### config.mk
export PLATFORM = sky130hd
export DESIGN_NAME = uart_tx_fifo
export DESIGN_NICKNAME = d
export VERILOG_FILES = /design/src/rtl/uart_tx_fifo.sv
export SDC_FILE = /design/constraint.sdc
export NUM_CORES = 1
export LEC_CHECK = 0
export CAP_MARGIN = 15
export CORE_MARGIN = 1
export CORE_UTILIZATION = 55
export CTS_CLUSTER_DIAMETER = 200
export DETAILED_ROUTE_END_ITERATION = 16
export PLACE_DENSITY = 0.74
export SLEW_MARGIN = 20
export SYNTH_ARGS = -nofsm -noshare
export SYNTH_HDL_FRONTEND = slang
export SYNTH_SLANG_ARGS = --single-unit
### constraint.sdc
create_clock -name clk -period 3.54 [get_ports clk]
set_clock_uncertainty 0.05 [all_clocks]
set_input_delay 0.531 -clock clk [delete_from_list [all_inputs] [get_ports clk]]
set_output_delay 0.531 -clock clk [all_outputs]
set_load 0.01 [all_outputs]
### src/rtl/uart_tx_fifo.sv
// Byte-serial 8N1/8N2 UART transmitter, LSB first, fed by a small valid/ready FIFO.
// Bit timing comes from an internal divider that restarts at every frame start.
module uart_tx_fifo #(
  parameter int CLK_DIV    = 434,
  parameter int FIFO_DEPTH = 4,
  parameter int STOP_BITS  = 1
) (
  input  logic                             clk,
  input  logic                             reset,
  input  logic [7:0]                       tx_data,
  input  logic                             tx_valid,
  output logic                             tx_ready,
  output logic                             txd,
  output logic                             busy,
  output logic [$clog2(FIFO_DEPTH+1)-1:0]  fifo_level
);

  localparam int LW = $clog2(FIFO_DEPTH + 1);
  localparam int PW = $clog2(FIFO_DEPTH);
  localparam int CW = $clog2(STOP_BITS * CLK_DIV);
  localparam logic [CW-1:0] BIT_LAST   = CW'(CLK_DIV - 1);
  localparam logic [CW-1:0] STOP_LAST  = CW'(STOP_BITS * CLK_DIV - 1);
  localparam logic [LW-1:0] LEVEL_FULL = LW'(FIFO_DEPTH);

  typedef enum logic [1:0] {
    IDLE  = 2'd0,
    START = 2'd1,
    DATA  = 2'd2,
    STOP  = 2'd3
  } state_t;

  state_t          state_r, state_s;
  logic [CW-1:0]   cnt_r, cnt_s;
  logic [2:0]      idx_r, idx_s;
  logic [7:0]      shift_r, shift_s;
  logic            txd_r, txd_s;
  logic            busy_r;
  logic            ready_r;
  logic [LW-1:0]   level_r, level_s;
  logic [PW-1:0]   wr_ptr_r, rd_ptr_r;
  logic [7:0]      mem_r [FIFO_DEPTH];
  logic            push_s, pop_s;

  assign tx_ready   = ready_r;
  assign txd        = txd_r;
  assign busy       = busy_r;
  assign fifo_level = level_r;

  // Next-state, pop decision and next serial bit; a pop always loads the shifter and starts a frame.
  always_comb begin
    push_s  = tx_valid & ready_r;
    pop_s   = 1'b0;
    state_s = state_r;
    cnt_s   = cnt_r;
    idx_s   = idx_r;
    shift_s = shift_r;
    txd_s   = txd_r;
    case (state_r)
      IDLE: begin
        if (level_r != '0) begin
          pop_s   = 1'b1;
          state_s = START;
          cnt_s   = '0;
          shift_s = mem_r[rd_ptr_r];
          txd_s   = 1'b0;
        end else begin
          txd_s = 1'b1;
        end
      end
      START: begin
        if (cnt_r == BIT_LAST) begin
          state_s = DATA;
          cnt_s   = '0;
          idx_s   = 3'd0;
          txd_s   = shift_r[0];
        end else begin
          cnt_s = cnt_r + CW'(1);
        end
      end
      DATA: begin
        if (cnt_r == BIT_LAST) begin
          cnt_s = '0;
          if (idx_r == 3'd7) begin
            state_s = STOP;
            txd_s   = 1'b1;
          end else begin
            idx_s   = idx_r + 3'd1;
            shift_s = {1'b0, shift_r[7:1]};
            txd_s   = shift_r[1];
          end
        end else begin
          cnt_s = cnt_r + CW'(1);
        end
      end
      STOP: begin
        if (cnt_r == STOP_LAST) begin
          cnt_s = '0;
          if (level_r != '0) begin
            pop_s   = 1'b1;
            state_s = START;
            shift_s = mem_r[rd_ptr_r];
            txd_s   = 1'b0;
          end else begin
            state_s = IDLE;
            txd_s   = 1'b1;
          end
        end else begin
          cnt_s = cnt_r + CW'(1);
        end
      end
      default: begin
        state_s = IDLE;
        txd_s   = 1'b1;
      end
    endcase
    case ({push_s, pop_s})
      2'b10:   level_s = level_r + LW'(1);
      2'b01:   level_s = level_r - LW'(1);
      default: level_s = level_r;
    endcase
  end

  // FSM, pointers and registered outputs; reset aborts any frame and flushes the FIFO.
  always_ff @(posedge clk) begin
    if (reset) begin
      state_r  <= IDLE;
      cnt_r    <= '0;
      idx_r    <= 3'd0;
      shift_r  <= 8'd0;
      txd_r    <= 1'b1;
      busy_r   <= 1'b0;
      ready_r  <= 1'b0;
      level_r  <= '0;
      wr_ptr_r <= '0;
      rd_ptr_r <= '0;
    end else begin
      state_r  <= state_s;
      cnt_r    <= cnt_s;
      idx_r    <= idx_s;
      shift_r  <= shift_s;
      txd_r    <= txd_s;
      busy_r   <= (state_s != IDLE) || (level_s != '0);
      ready_r  <= (level_s != LEVEL_FULL);
      level_r  <= level_s;
      wr_ptr_r <= push_s ? wr_ptr_r + PW'(1) : wr_ptr_r;
      rd_ptr_r <= pop_s ? rd_ptr_r + PW'(1) : rd_ptr_r;
    end
  end

  // FIFO storage; contents need no reset because the pointers and level define validity.
  always_ff @(posedge clk) begin
    if (push_s && !reset) begin
      mem_r[wr_ptr_r] <= tx_data;
    end else begin
      mem_r[wr_ptr_r] <= mem_r[wr_ptr_r];
    end
  end

endmodule

Word-level counts from Yosys, hierarchy flattened

Memory sizes are Yosys's and may differ from the RTL's. A register that Yosys moved wholly into a read port is not among the register bits.
Index checks and enable logic that the tools add are counted.

Register bits after elaboration: 32
Memory bits (writable): 32
Input bits: 11
Output and inout bits: 6
Word-level logic and storage cells: 82
Memories: 1

$add $sub $neg: 6
Equality and inequality tests: 14
Mux-type cells: 35
Bitwise operators: 2
Reduce and logical (&&, ||, !) cells: 14

Memories:

| memory | words | bits a word | rd ports | clocked after Yosys merged registers in | wr ports | line | RTL |
|---|---|---|---|---|---|---|---|
| mem_r  | 4     | 8           | 1        | 1                                       | 1        | 41   | `logic [7:0] mem_r [FIFO_DEPTH];` |

Operator list:

| kind                                                            | number |
|---|---|
| 8-bit two-way mux                                               | 5 |
| 8-bit one-hot mux with 3 select lines                           | 1 |
| 9-bit two-way mux                                               | 2 |
| 9-bit one-hot mux with 2 select lines                           | 1 |
| 2-bit two-way mux                                               | 7 |
| 3-bit one-hot mux with 2 select lines                           | 2 |
| 1-bit two-way mux                                               | 11 |
| 2-bit inequality test, second input constant                    | 5 |
| 9-bit by 1-bit adder with 9-bit output, second input constant   | 1 |
| 9-bit == test, second input constant                            | 1 |
| 3-bit two-way mux                                               | 3 |
| 3-bit nonzero test                                              | 3 |
| 2-bit one-hot mux with 4 select lines                           | 1 |
| 4-bit AND reduction                                             | 2 |
| 3-bit by 1-bit adder with 3-bit output, second input constant   | 2 |
| 2-bit == test, second input constant                            | 3 |
| 2-bit by 1-bit adder with 2-bit output, second input constant   | 2 |
| 2-bit by 1-bit == test with 1-bit output, second input constant | 2 |
| 1-bit one-hot mux with 4 select lines                           | 1 |
| 2-bit nonzero test                                              | 2 |
| 3-bit == test, second input constant                            | 1 |
| 3-bit inequality test, second input constant                    | 1 |
| 3-bit AND reduction                                             | 1 |
| 3-bit OR reduction                                              | 1 |
| other kinds (10)                                                | 10 |

Logic depth before layout (Yosys ltp)

Gate-level depths: netlist of the first run.

Depth after elaboration: 8
Mapped depth: 12

Least setup slack after synthesis of the first run

No wires, ideal clock.

Path kind: reg-to-reg
From: register state_r[0]
To: register busy_r (netlist: busy)
Library setup time: 127 ps
Arrival: 2315 ps
Required time: 3363 ps
Path slack: 1048 ps
Cell stages (with the launch flop): 12
Cells stage by stage: dfxtp_1 -> inv_1 -> ha_1 -> clkbuf_1 -> o21a_1 -> ha_1 -> fa_1 -> xnor2_1 -> nor2_1 -> xor2_1 -> nor4b_1 -> o21bai_1

Word-level cells in the longest chain between the ends: 6

RTL lines:

| item                                                                             | line | RTL |
|---|---|---|
| start, declared                                                                  | 32   | `state_t state_r, state_s;` |
| start signal, assigned                                                           | 137  | `state_r <= state_s;` |
| 2-bit == test / 2-bit logical NOT (equally long branches)                        | 58   | `case (state_r)` |
| 1-bit one-hot mux with 2 select lines                                            | 58   |  |
| 2-bit by 1-bit == test with 1-bit output / 2-bit == test (equally long branches) | 116  | `case ({push_s, pop_s})` |
| 3-bit one-hot mux with 2 select lines                                            | 116  |  |
| 3-bit nonzero test                                                               | 142  | `busy_r <= (state_s != IDLE) \|\| (level_s != '0);` |
| 1-bit logical OR (*)                                                             | 142  |  |
| end signal, assigned                                                             | 142  |  |
| end, declared                                                                    | 37   | `logic busy_r;` |

Every way passes the cells marked *; elsewhere a longest branch is shown, timed or not.
A chain may end at the register's enable or synchronous reset.

Worst setup path in the final report of the first run

From: register cnt_r[2]
To: register busy_r (netlist: busy)

Word-level cells in the longest chain between the ends: 7

RTL lines:

| item                                                                             | line       | RTL |
|---|---|---|
| start, declared                                                                  | 33         | `logic [CW-1:0] cnt_r, cnt_s;` |
| start signal, assigned                                                           | 138        | `cnt_r <= cnt_s;` |
| 9-bit == test (*)                                                                | 71, 81, 96 |  |
| 1-bit two-way mux                                                                | 96         | `if (cnt_r == STOP_LAST) begin` |
| 1-bit one-hot mux with 2 select lines                                            | 58         |  |
| 2-bit by 1-bit == test with 1-bit output / 2-bit == test (equally long branches) | 116        |  |
| 3-bit one-hot mux with 2 select lines                                            | 116        |  |
| 3-bit nonzero test                                                               | 142        |  |
| 1-bit logical OR (*)                                                             | 142        |  |

Marked as above.

==> results of run 1 <==
[worst max-delay path: stages (launching register included)]
cell and delay (ns):
dfxtp_1 0.36, nand4bb_1 0.39, nor3_1 0.30, o21a_1 0.27
ha_1 0.25, fa_1 0.44, nor2_1 0.12, a22o_1 0.15
nor4b_1 0.24, o21bai_1 0.08
[Yosys cell counts (2+ instances only)]
cell	count	area (µm²)
a31o_2	2	17.5
o21bai_1	2	15.0
or3_1	2	12.5
nor2_1	35	131
edfxtp_1	32	961
buf_2	2	10.0
o21ai_0	11	55.1
nand2_1	28	105
xnor2_1	3	26.3
nor2b_1	3	18.8
inv_1	9	33.8
dfxtp_1	34	681
nand3_1	5	25.0
a221oi_1	2	17.5
ha_1	13	163
and2_1	6	37.5
a311oi_1	9	78.8
nor3_1	4	20.0
a21oi_1	13	65.1
mux2i_1	2	20.0
clkbuf_1	8	30.0
a311oi_2	2	30.0
nand4_1	2	12.5
xor2_1	2	17.5
mux4_2	8	180
[kinds of logic after synthesis]
logic type | synth area share [%]
flops | 55.5
simple gates | 15.5
buf+inv | 2.88
xor+xnor | 1.48
fa+ha+maj | 6.18
compound gates | 11.6
mux | 6.77
[worst min-delay path by stage]
| stage | from | end | slack (ns) | cells past startpoint |
|---|---|---|---|---|
| after floorplan | cnt_r[8] | cnt_r[8] | 0.38 | 1 |
| after global placement | idx_r[1] | idx_r[1] | 0.39 | 2 |
| after detailed placement | idx_r[1] | idx_r[1] | 0.40 | 2 |
| after CTS | idx_r[1] | idx_r[1] | 0.41 | 2 |
| after global routing | idx_r[2] | idx_r[2] | 0.45 | 2 |
| final | idx_r[1] | idx_r[1] | 0.41 | 2 |
[state kept, by name, indices dropped and copies added, names as in the netlist, named ones only]
signal and cells:
shift_r 8, busy 1, rd_ptr_r 2, mem_r 32, wr_ptr_r 2, cnt_r 9, tx_ready 1, state_r 2
idx_r 3, txd 1, fifo_level 3
[stage by stage]
step	power, W	hold WS, ns	util [%]
after global routing	0.00258	0.451	65.2
after global placement	0.00181	0.394	61.5
after CTS	0.00244	0.408	65.2
after floorplan	0.00164	0.385	-
after detailed placement	0.00182	0.398	61.5
final	0.00241	0.407	65.2
[per-layer routing]
metal	vias up	part of all wire, %	wire [µm]
met3	5	4.0	199
met4	0	1.1	54
met2	38	47	2340
li1	974	-	-
met5	-	0	0
met1	894	48	2400
[where the power goes]
group	switching (W)	internal, W
clock network	0.000286	0.000328
registers	0.000101	0.000903
logic	0.000417	0.000378
total	0.000804	0.00161
[final cells by class]
| type | instances | area, µm² |
|---|---|---|
| fill | 431 | 1790 |
| sequential | 66 | 1640 |
| multi-input combinational | 172 | 1230 |
| timing repair buffer | 17 | 168 |
| clock buffer | 10 | 128 |
| tap | 70 | 87.6 |
| clock inverter | 6 | 66.3 |
| inverter | 9 | 33.8 |
[placed cells by master (no fill, tap or decap), types with 2 or more instances in the layout]
master / instances
clkinvlp_4: 2
a31o_2: 2
nor2b_1: 3
a311oi_1: 9
a221oi_1: 2
nand4_1: 2
mux2i_1: 2
nor2_1: 35
edfxtp_1: 32
clkbuf_8: 9
clkdlybuf4s50_1: 16
inv_1: 9
a311oi_2: 2
inv_6: 2
a21oi_1: 13
or3_1: 2
nand2_1: 28
o21ai_0: 11
xor2_1: 2
ha_1: 13
nand3_1: 5
and2_1: 6
o21bai_1: 2
nor3_1: 4
mux4_2: 8
xnor2_1: 3
dfxtp_1: 34
==> metrics.md, run 1 <==
| Metric | Value |
|---|---|
| Post_cts resized | `0` |
| PortBufs | `16` |
| Die height | `75.3 µm` |
| GRT Total Usage | `20.2%` |
| # IOs | `17` |
| Initial drt markers | `88` |
| Max-cap violations | `0` |
| R2R Setup Slk | `0.78 ns` |
| Final setup fails | `0` |
| CTS buffer count | `9` |
| Synth cell types | `44` |
| Post-Syn Area | `0.00296 mm²` |
| Kind of end point of the critical path | `flip-flop` |
| Peak-usage layer in the global routing report | `met2` |
| Initial antenna violation count | `0` |
| H-tree Lvls | `3` |
| Critical Path End | `busy` |
| Gpl congestion | `0.876` |
| CTS tree | `done` |
| Max-slew headroom | `58.2%` |
| Status | `finished clean` |
| Drc violations | `0` |
| Worst setup path class | `reg -> reg` |
| F_max | `363 MHz` |
| Startpoint Class | `flip-flop` |
| GR Util met1 | `28.9%` |
| Core area | `0.00514 mm²` |
| Least-Margin Pin Slew | `0.625 ns` |
| Slew Limit Fails | `0` |
| Post-Layout Cell Count | `350` |
| Clock Latency Late Sink | `0.34 ns` |
| Setup TNS | `0 ns` |
| Static leakage | `1.18 nW` |
| Clock buffer depth | `2` |
| R2R Path End | `busy` |
| Final critical-path required period | `2.76 ns` |
| Largest net degree at the start of global routing | `35` |
| Tcrit/Tclk final | `77.8%` |
| Post-Place Worst Slack | `0.809 ns` |
| Post-synthesis average cell area | `11.5 µm²` |
| FF-to-FF path depth | `9` |
| Via count | `1911` |
| Routed Antenna Nets | `0` |
| Sink Count | `66` |
| Synth Register Bits | `66` |
| Antenna diodes | `0` |
| Hold_buf cts | `0` |
| Synth warn | `0` |
| GRT overflow | `0` |
| Vias in the first global route | `1732` |
| EDFF count, synth | `32` |
| Die Area | `0.00567 mm²` |
| Nets | `300` |
| Hold crit path type | `reg -> reg` |
| Critical path fanouts, max | `7` |
| Synth Instances | `258` |
| Dpl cell area | `0.00316 mm²` |
| Power per cell area | `720 mW/mm²` |
| Sequential fraction of the synthesis area | `55.5%` |
| Layout cell share with drive strength beyond 1 | `11.8%` |
| Area growth syn-to-layout | `13.5%` |
| Routed vias/inst | `5.46` |
| Worst setup path start | `cnt_r[2]` |
| Peak VDD IR | `0.439 mV` |
| Routed WL | `4990 µm` |
| Post-Syn Nets | `283` |
| Reg2reg start | `cnt_r[2]` |
| Met3 GRT Util | `4.76%` |
| Wire per inst | `14.3 µm` |
| Initial Util | `57.5%` |
| Final hold viol count | `0` |
| Post-Place Cells | `334` |
| CP Data Required Time | `3.71 ns` |
| Pre-antenna DRT Iters | `4` |
| Root buffer cell | `clkbuf_8` |
| Clock Pin Slew Worst Setup and Hold Paths | `0.07 ns` |
| Hpwl dp | `3420 µm` |
| CP Data Arrival Time | `2.93 ns` |
| RSZ-0062 raised after global routing | `no` |
| First-pass GRT wire length | `8360 µm` |
| Met2 Use GR | `30.5%` |
| Die Width | `75.3 µm` |
| Row count | `26` |
| Asr flop ratio synth | `0%` |
| # Post-CTS Setup Buffers | `0` |
| Main synth FF type | `dfxtp_1` |
| Final setup margin | `0.784 ns` |
| Finished layout cell area | `0.00335 mm²` |
Note: power is estimated with default switching activity, not from simulation.
==> run 2, diff against run 1 <==
Settings changed: CORE_UTILIZATION 55 to 53, PLACE_DENSITY 0.74 to 0.75.
Clock period 3.54 ns to 2.35 ns, I/O delays scaled along.
==> metrics.md, run 2 (synthesis results as in run 1) <==
| Metric | Value |
|---|---|
| Biggest regs | `mem_r (32), cnt_r (9), shift_r (8) (unchanged)` |
| CP Data Arrival Time | `2.52 ns (was 2.93 ns)` |
| Layout cell share with drive strength beyond 1 | `23.7% (was 11.8%)` |
| Vias in the first global route | `1935 (was 1732)` |
| Final hold viol count | `0 (unchanged)` |
| Buf/Inv on CP | `1 (was 0)` |
| Clock power frac | `21.5% (was 25.4%)` |
| Critical-path cell list | `ha_1 -> inv_2 -> nor3_4 -> o21a_1 -> ha_4 -> fa_2 -> xnor2_1 -> nor2_1 -> xor2_2 -> nor4b_4 -> o21bai_1 (was nand4bb_1 -> nor3_1 -> o21a_1 -> ha_1 -> fa_1 -> nor2_1 -> a22o_1 -> nor4b_1 -> o21bai_1)` |
| Initial Util | `56.4% (was 57.5%)` |
| Critical Path End | `busy (unchanged)` |
| Commonest non-fill, non-tap cell in the layout | `nor2_1 (unchanged)` |
| Initial antenna violation count | `0 (unchanged)` |
| Sw frac | `34.1% (was 33.3%)` |
| Die Width | `76.7 µm (was 75.3 µm)` |
| Power per cell area | `1070 mW/mm² (was 720 mW/mm²)` |
| Startpoint Class | `flip-flop (unchanged)` |
| Nets | `319 (was 300)` |
| Commonest non-fill, non-tap cells in the layout | `nor2_1, edfxtp_1, dfxtp_1 (was nor2_1, dfxtp_1, edfxtp_1)` |
| Worst setup path class | `reg -> reg (unchanged)` |
| Routed vias/inst | `5.43 (was 5.46)` |
| # IOs | `17 (unchanged)` |
| Peak VDD IR | `0.813 mV (was 0.439 mV)` |
| Root buffer cell | `clkbuf_8 (unchanged)` |
| Final setup fails | `1 (was 0)` |
| Gpl congestion | `0.839 (was 0.876)` |
| Max-cap violations | `0 (unchanged)` |
| Max reg flops | `32 (unchanged)` |
| Sink Count | `66 (unchanged)` |
| CP delay by family, top | `adder cells (was simple AND/OR/NAND/NOR gates)` |
| Die height | `76.7 µm (was 75.3 µm)` |
| Hpwl dp | `3740 µm (was 3420 µm)` |
| Pre-antenna DRT Iters | `4 (unchanged)` |
| Die Area | `0.00588 mm² (was 0.00567 mm²)` |
| Post-Place Cells | `353 (was 334)` |
| Crit path depth | `11 (was 9)` |
| Wire per inst | `14.5 µm (was 14.3 µm)` |
| Slowest cell on crit path | `dfxtp_4 (was fa_1)` |
| GRT overflow | `0 (unchanged)` |
| Area growth syn-to-layout | `21.2% (was 13.5%)` |
| Reg2reg start | `state_r[0] (was cnt_r[2])` |
| Post-Layout Cell Count | `369 (was 350)` |
| Initial drt markers | `167 (was 88)` |
| Filler instances | `391 (was 431)` |
| Drc violations | `0 (unchanged)` |
| Internal power | `0.00252 W (was 0.00161 W)` |
| H-tree Lvls | `3 (unchanged)` |
| Slowest Stage Delay on Critical Path | `0.36 ns (was 0.44 ns)` |
| # Post-CTS Setup Buffers | `0 (unchanged)` |
| Least-Margin Pin Slew | `0.621 ns (was 0.625 ns)` |
| Via count | `2004 (was 1911)` |
| R2R Setup Slk | `-0.005 ns (was 0.78 ns)` |
| Setup TNS | `-0.00490 ns (was 0 ns)` |
| CTS tree | `done (unchanged)` |
| Final Util | `68.4% (was 65.2%)` |
| Switching power | `0.00131 W (was 0.000804 W)` |
| Slew Limit Fails | `0 (unchanged)` |
| Max-slew headroom | `58.5% (was 58.2%)` |
| Static leakage | `1.31 nW (was 1.18 nW)` |
| Largest net degree at the start of global routing | `35 (unchanged)` |
| Tcrit/Tclk final | `100% (was 77.8%)` |
| FF-to-FF path depth | `11 (was 9)` |
| Status | `finished, violations left (was finished clean)` |
| Clock Pin Slew Worst Setup and Hold Paths | `0.08 ns (was 0.07 ns)` |
| Hold crit path type | `reg -> reg (unchanged)` |
| PortBufs | `16 (unchanged)` |
| Clock Latency Late Sink | `0.34 ns (about the same)` |
| Final critical-path required period | `2.35 ns (was 2.76 ns)` |
| GRT Total Usage | `20.4% (was 20.2%)` |
| Final setup margin | `-0.00490 ns (was 0.784 ns)` |
| F_max | `425 MHz (was 363 MHz)` |
| Routed WL | `5360 µm (was 4990 µm)` |
| Row count | `26 (unchanged)` |
| Routed Antenna Nets | `0 (unchanged)` |
| Seq pwr share | `38.9% (was 41.6%)` |
| Core area | `0.00524 mm² (was 0.00514 mm²)` |
| Critical path fanouts, max | `5 (was 7)` |
| Top reg by flops | `mem_r (unchanged)` |
| CP Data Required Time | `2.52 ns (was 3.71 ns)` |
| Combinational power share | `39.6% (was 32.9%)` |
| Antenna diodes | `0 (unchanged)` |
| Kind of end point of the critical path | `flip-flop (unchanged)` |
| Clock buffer depth | `2 (unchanged)` |
| Worst slack on hold paths | `0.413 ns (was 0.407 ns)` |
| RSZ-0062 raised after global routing | `yes (was no)` |
| First-pass GRT wire length | `9230 µm (was 8360 µm)` |
| R2R Path End | `busy (unchanged)` |
| CTS buffer count | `9 (unchanged)` |
| Worst setup path start | `state_r[0] (was cnt_r[2])` |
| Failing checks | `setup timing` |
| Overall power | `0.00383 W (was 0.00241 W)` |
## run 2: cell types whose count changed in the layout (fill, tap and decap cells not counted), sizes merged
cell	change
clkinv	+2
inv	-1
bufinv	-1
buf	+19
## run 2: how the worst min path moves through the flow
stage | start | cells after the start | slack, ns | endpoint
after floorplan | cnt_r[8] | 1 | 0.38 | cnt_r[8]
after global placement | idx_r[1] | 2 | 0.39 | idx_r[1]
after detailed placement | idx_r[2] | 2 | 0.40 | idx_r[2]
after CTS | idx_r[2] | 2 | 0.41 | idx_r[2]
after global routing | idx_r[1] | 2 | 0.45 | idx_r[1]
final | idx_r[2] | 2 | 0.41 | idx_r[2]
## run 2: repair_timing
action / 4_1_cts / 5_1_grt
resized for setup: 0 / 13
setup endpoints to repair: 0 / 2
hold buffers: 0 / 0
## run 2: power groups by stage
stage / Sequential, W / Combinational (W) / Clock [W]
after floorplan: 0.00150 / 0.00101 / 0
after global placement: 0.00150 / 0.00139 / 0
after detailed placement: 0.00151 / 0.00141 / 0
after CTS: 0.00148 / 0.00142 / 0.000840
after global routing: 0.00151 / 0.00167 / 0.000893
final: 0.00149 / 0.00152 / 0.000825
## run 2: layout make-up
type                       instances  area (µm²)  share of cell area (%)
sequential                        66        1650                    46.1
multi-input combinational        172        1330                    37.1
timing repair buffer              36         310                    8.66
clock buffer                      10         128                    3.56
tap                               70        87.6                    2.44
clock inverter                     6        42.5                    1.19
inverter                           9        33.8                   0.943
## run 2: through the flow
step / setup slack (ns) / area (µm²)
after global placement: 0.0420 / 3350
after CTS: 0.0145 / 3520
after detailed placement: 0.00273 / 3350
after floorplan: 0.00947 / 3000
final: -0.00490 / 3580
after global routing: -0.0807 / 3580
## run 2: worst min-delay path, cell delays in order, from the launching register on
cell     delay, ns
dfxtp_1       0.32
nand2_1       0.05
a21oi_1       0.05
## run 2: per-layer routing
layer	GRT usage, %	wire [µm]	vias up
met3	5.00	171	10
met1	28.7	2610	946
met2	30.4	2480	36
met4	8.08	97	0
li1	-	-	1012
met5	0	0	-
==> run 3, diff against run 2 <==
Settings changed: CTS_CLUSTER_SIZE from default to 30.
==> results of run 3 <==
No change in the layout: final DEF, timing and power equal those of run 2.
